$ cat config.mk
export PLATFORM = sky130hd
export DESIGN_NAME = pcie_us_rq_tag_alloc
export DESIGN_NICKNAME = d
export VERILOG_FILES = /design/src/rtl/pcie_us_rq_tag_alloc.sv
export SDC_FILE = /design/constraint.sdc
export NUM_CORES = 1
export LEC_CHECK = 0
export BUFFER_PORTS_ARGS = -buffer_cell sky130_fd_sc_hd__buf_2
export CAP_MARGIN = 20
export CORE_MARGIN = 10
export CORE_UTILIZATION = 45
export DETAILED_ROUTE_END_ITERATION = 12
export HOLD_SLACK_MARGIN = 0.06
export PLACE_DENSITY = 0.66
export SYNTH_ARGS = -nofsm -noshare
export SYNTH_HDL_FRONTEND = slang
export SYNTH_SLANG_ARGS = --single-unit
$ cat constraint.sdc
create_clock -name user_clk -period 4 [get_ports user_clk]
set_clock_uncertainty 0.1 [all_clocks]
set_input_delay 0.2 -clock user_clk [delete_from_list [all_inputs] [get_ports user_clk]]
set_output_delay 0.2 -clock user_clk [all_outputs]
set_load 0.005 [all_outputs]
$ cat src/rtl/pcie_us_rq_tag_alloc.sv
// Requester tag allocator: offers the lowest free tag through a valid/ready
// handshake and reclaims tags from several release channels per cycle.
module pcie_us_rq_tag_alloc #(
  parameter int unsigned TAG_WIDTH     = 6,
  parameter int unsigned TAG_COUNT     = 2**TAG_WIDTH,
  parameter int unsigned RELEASE_PORTS = 2
) (
  input  logic                                 user_clk,
  input  logic                                 user_reset,
  output logic [TAG_WIDTH-1:0]                 m_axis_tag,
  output logic                                 m_axis_tag_valid,
  input  logic                                 m_axis_tag_ready,
  input  logic [RELEASE_PORTS*TAG_WIDTH-1:0]   s_release_tag,
  input  logic [RELEASE_PORTS-1:0]             s_release_valid,
  output logic [TAG_WIDTH:0]                   free_count,
  output logic [1:0]                           tag_av,
  output logic [RELEASE_PORTS-1:0]             err_release
);

  // Bitmap spans the full tag space so any tag value indexes it safely;
  // bits at or above TAG_COUNT are never set.
  localparam int unsigned POOL = 1 << TAG_WIDTH;
  localparam int unsigned CW   = TAG_WIDTH + 1;
  localparam logic [1:0]  AV_RST = (TAG_COUNT >= 3) ? 2'd3 : 2'(TAG_COUNT);

  logic [POOL-1:0]          used_q;
  logic [POOL-1:0]          used_d;
  logic [POOL-1:0]          rel_clr;
  logic [POOL-1:0]          fill_set;
  logic [TAG_WIDTH-1:0]     rel_tag [RELEASE_PORTS];
  logic [RELEASE_PORTS-1:0] rel_ok;
  logic                     rel_dup;
  logic [CW-1:0]            rel_cnt;
  logic [CW-1:0]            free_d;
  logic [1:0]               tag_av_d;
  logic                     hs;
  logic                     load;
  logic                     fill_found;
  logic [TAG_WIDTH-1:0]     fill_tag;
  logic [TAG_WIDTH-1:0]     tag_d;
  logic                     valid_d;

  assign hs   = m_axis_tag_valid && m_axis_tag_ready;
  assign load = !m_axis_tag_valid || hs;

  // Lowest clear bit of the bitmap as seen at the start of the cycle.
  always_comb begin
    fill_found = 1'b0;
    fill_tag   = '0;
    for (int i = int'(TAG_COUNT) - 1; i >= 0; i--) begin
      if (!used_q[i]) begin
        fill_found = 1'b1;
        fill_tag   = TAG_WIDTH'(i);
      end
    end
  end

  // Release qualification; lower-numbered ports win duplicate tags.
  always_comb begin
    rel_ok  = '0;
    rel_clr = '0;
    rel_cnt = '0;
    rel_dup = 1'b0;
    for (int p = 0; p < int'(RELEASE_PORTS); p++) begin
      rel_tag[p] = s_release_tag[p*TAG_WIDTH +: TAG_WIDTH];
    end
    for (int p = 0; p < int'(RELEASE_PORTS); p++) begin
      rel_dup = 1'b0;
      for (int q = 0; q < p; q++) begin
        if (s_release_valid[q] && (rel_tag[q] == rel_tag[p])) rel_dup = 1'b1;
      end
      rel_ok[p] = s_release_valid[p]
               && (CW'(rel_tag[p]) < CW'(TAG_COUNT))
               && used_q[rel_tag[p]]
               && !(m_axis_tag_valid && (rel_tag[p] == m_axis_tag))
               && !rel_dup;
      if (rel_ok[p]) begin
        rel_clr[rel_tag[p]] = 1'b1;
        rel_cnt             = rel_cnt + CW'(1);
      end
    end
  end

  // Next-state for bitmap, offer register and counters.
  always_comb begin
    fill_set = '0;
    tag_d    = m_axis_tag;
    valid_d  = m_axis_tag_valid;
    if (load) begin
      valid_d = fill_found;
      if (fill_found) begin
        tag_d              = fill_tag;
        fill_set[fill_tag] = 1'b1;
      end
    end
    used_d   = (used_q & ~rel_clr) | fill_set;
    free_d   = free_count + rel_cnt - CW'(hs);
    tag_av_d = (free_d >= CW'(3)) ? 2'd3 : free_d[1:0];
  end

  always_ff @(posedge user_clk) begin
    if (user_reset) begin
      used_q           <= '0;
      m_axis_tag       <= '0;
      m_axis_tag_valid <= 1'b0;
      free_count       <= CW'(TAG_COUNT);
      tag_av           <= AV_RST;
      err_release      <= '0;
    end else begin
      used_q           <= used_d;
      m_axis_tag       <= tag_d;
      m_axis_tag_valid <= valid_d;
      free_count       <= free_d;
      tag_av           <= tag_av_d;
      err_release      <= s_release_valid & ~rel_ok;
    end
  end

endmodule
==> impl_metrics.xml <==
<?xml version="1.0" encoding="UTF-8"?>
<metrics>
  <group name="synthesis">
    <metric name="ys_dominant_reg_cell" unit="">sky130_fd_sc_hd__dfxtp_1</metric>
    <metric name="async_reset_ff_share" unit="%">0</metric>
    <metric name="synth_area_leader_cell" unit="">sky130_fd_sc_hd__dfxtp_1</metric>
    <metric name="number_of_flops_mapped_to_enable_cells_by_yosys" unit="">0</metric>
    <metric name="yosys.cell_types.count" unit="">70</metric>
    <metric name="synth_top_cells_by_area" unit="">sky130_fd_sc_hd__dfxtp_1 (26%), sky130_fd_sc_hd__a221o_1 (6.7%), sky130_fd_sc_hd__mux4_2 (6.5%), sky130_fd_sc_hd__nand2_1 (6.0%), sky130_fd_sc_hd__o21ai_0 (3.8%)</metric>
    <metric name="synth.net_count" unit="">808</metric>
    <metric name="average_footprint_of_a_synthesized_cell" unit="um2">8.01</metric>
    <metric name="top_cell_types_by_occurrence_after_synthesis" unit="">sky130_fd_sc_hd__nand2_1 (100), sky130_fd_sc_hd__dfxtp_1 (82), sky130_fd_sc_hd__o21ai_0 (47), sky130_fd_sc_hd__a221o_1 (42), sky130_fd_sc_hd__nor2_1 (39)</metric>
    <metric name="ys.warnings.count" unit="">0</metric>
    <metric name="synth.ff_latch_count" unit="">82</metric>
    <metric name="yosys.cell_count.top_type" unit="">sky130_fd_sc_hd__nand2_1</metric>
    <metric name="seq_area_frac_synth" unit="%">26.3</metric>
    <metric name="synth_cells" unit="">781</metric>
    <metric name="mappedNetlistArea" unit="mm2">0.00625</metric>
    <metric name="synth_top_area_share" unit="%">26.3</metric>
  </group>
  <group name="routing">
    <metric name="drt-total-wl" unit="um">30700</metric>
    <metric name="ant_nets" unit="">0</metric>
    <metric name="remaining_drc_errors" unit="">0</metric>
    <metric name="avgRoutedWirePerCell" unit="um">28.1</metric>
    <metric name="detailroute.via_count" unit="">7563</metric>
    <metric name="first_iter_violations" unit="">1213</metric>
    <metric name="detailed_routing_iterations_pass_1" unit="">7</metric>
    <metric name="vias_per_cell" unit="">6.92</metric>
  </group>
  <group name="setup_path">
    <metric name="worst_path_max_delay_cell" unit="">sky130_fd_sc_hd__mux4_2</metric>
    <metric name="worstRegToRegCells" unit="">19</metric>
    <metric name="worst_path_depth" unit="">19</metric>
    <metric name="cp_num_buf_inv" unit="">2</metric>
    <metric name="rrSetupSlack" unit="ns">-0.25</metric>
    <metric name="worst_setup_path_end_kind" unit="">flop</metric>
    <metric name="worst_ep_arrival_time" unit="ns">4.41</metric>
    <metric name="path_delay_family" unit="">compound AO/OA/AOI/OAI gates</metric>
    <metric name="cell_by_cell_trace_of_the_critical_path" unit="">mux4_2, and3_1, a31oi_1, o211ai_1, o31a_1, ha_4, inv_2, ha_4, inv_4, ha_4, fa_2, a21oi_2, nor2_2, nor2_4, o21bai_1, a21oi_2, xnor2_2, nand4_1, or2_4</metric>
    <metric name="setup.worst_path.class" unit="">reg2reg</metric>
    <metric name="sort_of_element_at_the_start_of_the_critical_path" unit="">flop</metric>
    <metric name="critPathMaxStageDelay" unit="ns">0.52</metric>
    <metric name="cp_data_required_time" unit="ns">4.16</metric>
    <metric name="critPathMaxFanout" unit="">2</metric>
    <metric name="critical-path-top-cell-by-count" unit="">sky130_fd_sc_hd__ha_4</metric>
  </group>
  <group name="pwr">
    <metric name="cell_internal_pwr" unit="uW">1740</metric>
    <metric name="power-per-cell-area" unit="mW/mm2">331</metric>
    <metric name="power.leakage" unit="uW">0.00306</metric>
    <metric name="power.share.combinational" unit="%">33.3</metric>
    <metric name="power.clock.fraction" unit="%">33.2</metric>
    <metric name="netSwitchingFraction" unit="%">33.9</metric>
    <metric name="total_switching_power" unit="uW">891</metric>
    <metric name="ir_worst_vdd" unit="V">0.000252</metric>
    <metric name="pwr-share-seq" unit="%">33.5</metric>
  </group>
  <group name="global_route">
    <metric name="wire_length_of_the_first_global_routing_pass" unit="um">45400</metric>
    <metric name="grtUsageMet2" unit="%">45.6</metric>
    <metric name="groute.usage.overall" unit="%">32.3</metric>
    <metric name="antenna_found_initial" unit="">2</metric>
    <metric name="globalRoute.busiestLayer" unit="">met2</metric>
    <metric name="grt_pass1_vias" unit="">7081</metric>
    <metric name="pin_count_of_the_biggest_net_entering_global_routing" unit="">68</metric>
    <metric name="grt_util_met1" unit="%">41.2</metric>
    <metric name="grt_overflow_total" unit="">0</metric>
    <metric name="gr-usage-met3" unit="%">11.3</metric>
  </group>
  <group name="clocking">
    <metric name="clk_latency" unit="ns">0.37</metric>
    <metric name="cts_buffer_depth" unit="">2</metric>
    <metric name="cts-buffers-inserted" unit="">9</metric>
    <metric name="cts_tree" unit="">built</metric>
    <metric name="htree_num_levels" unit="">3</metric>
    <metric name="clkTransAtPathRegs" unit="ns">0.07</metric>
    <metric name="clock_tree.root_cell" unit="">sky130_fd_sc_hd__clkbuf_16</metric>
    <metric name="clock_sinks" unit="">82</metric>
  </group>
  <group name="cells_and_area">
    <metric name="areaGrowthSynthToFinish" unit="%">27.3</metric>
    <metric name="drive_gt1_share" unit="%">28.4</metric>
    <metric name="num_antenna_cells" unit="">0</metric>
    <metric name="nFillCells" unit="">1287</metric>
    <metric name="layout.nets" unit="">935</metric>
    <metric name="combined_flip_flop_and_latch_cell_area" unit="mm2">0.00165</metric>
    <metric name="layout.core_utilization" unit="%">57.8</metric>
    <metric name="area_of_combinational_cells_with_multiple_inputs" unit="mm2">0.00438</metric>
  </group>
  <group name="die">
    <metric name="die_width" unit="um">138</metric>
    <metric name="die_h" unit="um">138</metric>
    <metric name="dieArea" unit="mm2">0.0190</metric>
    <metric name="initial_core_util" unit="%">45.4</metric>
    <metric name="boundaryPins" unit="">35</metric>
    <metric name="placement_rows" unit="">43</metric>
    <metric name="design.core.area" unit="mm2">0.0138</metric>
  </group>
  <group name="sta">
    <metric name="min_period" unit="ns">4.25</metric>
    <metric name="post-route-worst-setup-slack" unit="ns">-0.246</metric>
    <metric name="tns" unit="ns">-0.478</metric>
    <metric name="worst_pin_slew" unit="ns">1.13</metric>
    <metric name="grt_setup_unrepaired" unit="">yes</metric>
    <metric name="timing_max_transition_violations_final" unit="">0</metric>
    <metric name="layout_worst_path_cycle_share" unit="%">106</metric>
    <metric name="setup_viol" unit="">2</metric>
    <metric name="maximum_clock_rate" unit="MHz">236</metric>
    <metric name="hold_violations" unit="">0</metric>
    <metric name="maxSlewHeadroom" unit="%">24.1</metric>
  </group>
  <group name="status">
    <metric name="status" unit="">finished, violations left</metric>
    <metric name="failed_checks" unit="">negative setup slack</metric>
  </group>
  <group name="placed_design">
    <metric name="globalplace.congestion" unit="">1.07</metric>
    <metric name="dp.final_hpwl" unit="um">22100</metric>
    <metric name="portBuffers" unit="">34</metric>
  </group>
  <group name="hold_path">
    <metric name="worstHoldPathCells" unit="">2</metric>
    <metric name="hold_class" unit="">in2reg</metric>
  </group>
  <group name="job">
    <metric name="drv.max_cap_violation_count" unit="">0</metric>
  </group>
</metrics>
==> area by class of cell <==
type	count	area share [%]
Clock buffer	12	2.97
Clock inverter	4	0.645
Inverter	35	1.68
Multi-Input combinational cell	602	55.0
Sequential cell	82	20.7
Tap cell	180	2.83
Timing Repair Buffer	178	16.1
==> timing repair <==
item | CTS | global route
setup endpoints to repair | 3 | 4
hold endpoints to repair | 2 | 0
gates resized for setup | 13 | 11
hold buffers | 2 | 0
pin swaps | 9 | 7
buffers inserted | 2 | 2
==> power groups by stage <==
stage | Clock (uW) | Combinational (uW) | Sequential, uW
2_1_floorplan | 0 | 402 | 901
3_3_place_gp | 0 | 679 | 899
3_5_place_dp | 0 | 703 | 900
4_1_cts | 866 | 744 | 881
5_1_grt | 891 | 932 | 886
6_report | 873 | 876 | 882
==> kinds of logic (layout without fill, tap and decap cells) <==
kind of cell,count (synthesis),after routing,share of synthesized area (%)
mux,37,37,9.70
buf+inv,97,229,6.32
fa+ha+maj,10,10,2.12
flops,82,82,26.3
simple gates,292,292,23.7
xor+xnor,24,24,3.36
compound gates,239,239,28.6
==> worst paths after layout <==
check,start,to
max,used_q[55],tag_av[1]
min,user_reset,m_axis_tag[0]
max reg2reg,used_q[55],tag_av[1]
min reg2reg,used_q[15],used_q[15]
==> cell usage in the layout (no fill, tap or decap), drive strengths merged, types with 10 or more instances in the layout <==
cell / instances
nor3: 11
a21oi: 31
buf: 176
clkbuf: 12
nand2: 100
xor2: 12
dfxtp: 82
nand3: 25
nor2: 39
and2: 10
a221o: 42
mux2i: 10
xnor2: 12
mux4: 18
o21ai: 52
nand2b: 10
nand4: 27
nor2b: 20
a221oi: 15
inv: 36
==> sequential cells by signal, summed over array words and instances, names as in the netlist <==
name	count
free_count	7
m_axis_tag	6
used_q	64
m_axis_tag_valid	1
err_release	2
tag_av	2
==> per-layer routing <==
layer  wire [um]  vias to the layer above
met5          59                        -
met4        2210                        4
met3        4480                      155
met2       12400                      642
met1       11600                     3537
li1            -                     3225
==> stage by stage <==
step | instances | hold WS, ns | total power, uW | setup slack [ns] | instance area [um2]
after global placement | 1072 | 0.384 | 1580 | -0.527 | 7530
after global routing | 1093 | 0.197 | 2710 | -0.367 | 7960
after CTS | 1092 | 0.176 | 2490 | -0.200 | 7890
final | 1093 | 0.174 | 2630 | -0.246 | 7960
after detailed placement | 1072 | 0.392 | 1600 | -0.695 | 7530
after floorplan | 781 | 0.265 | 1300 | -0.207 | 6330
(Power assumes the default switching activity.)
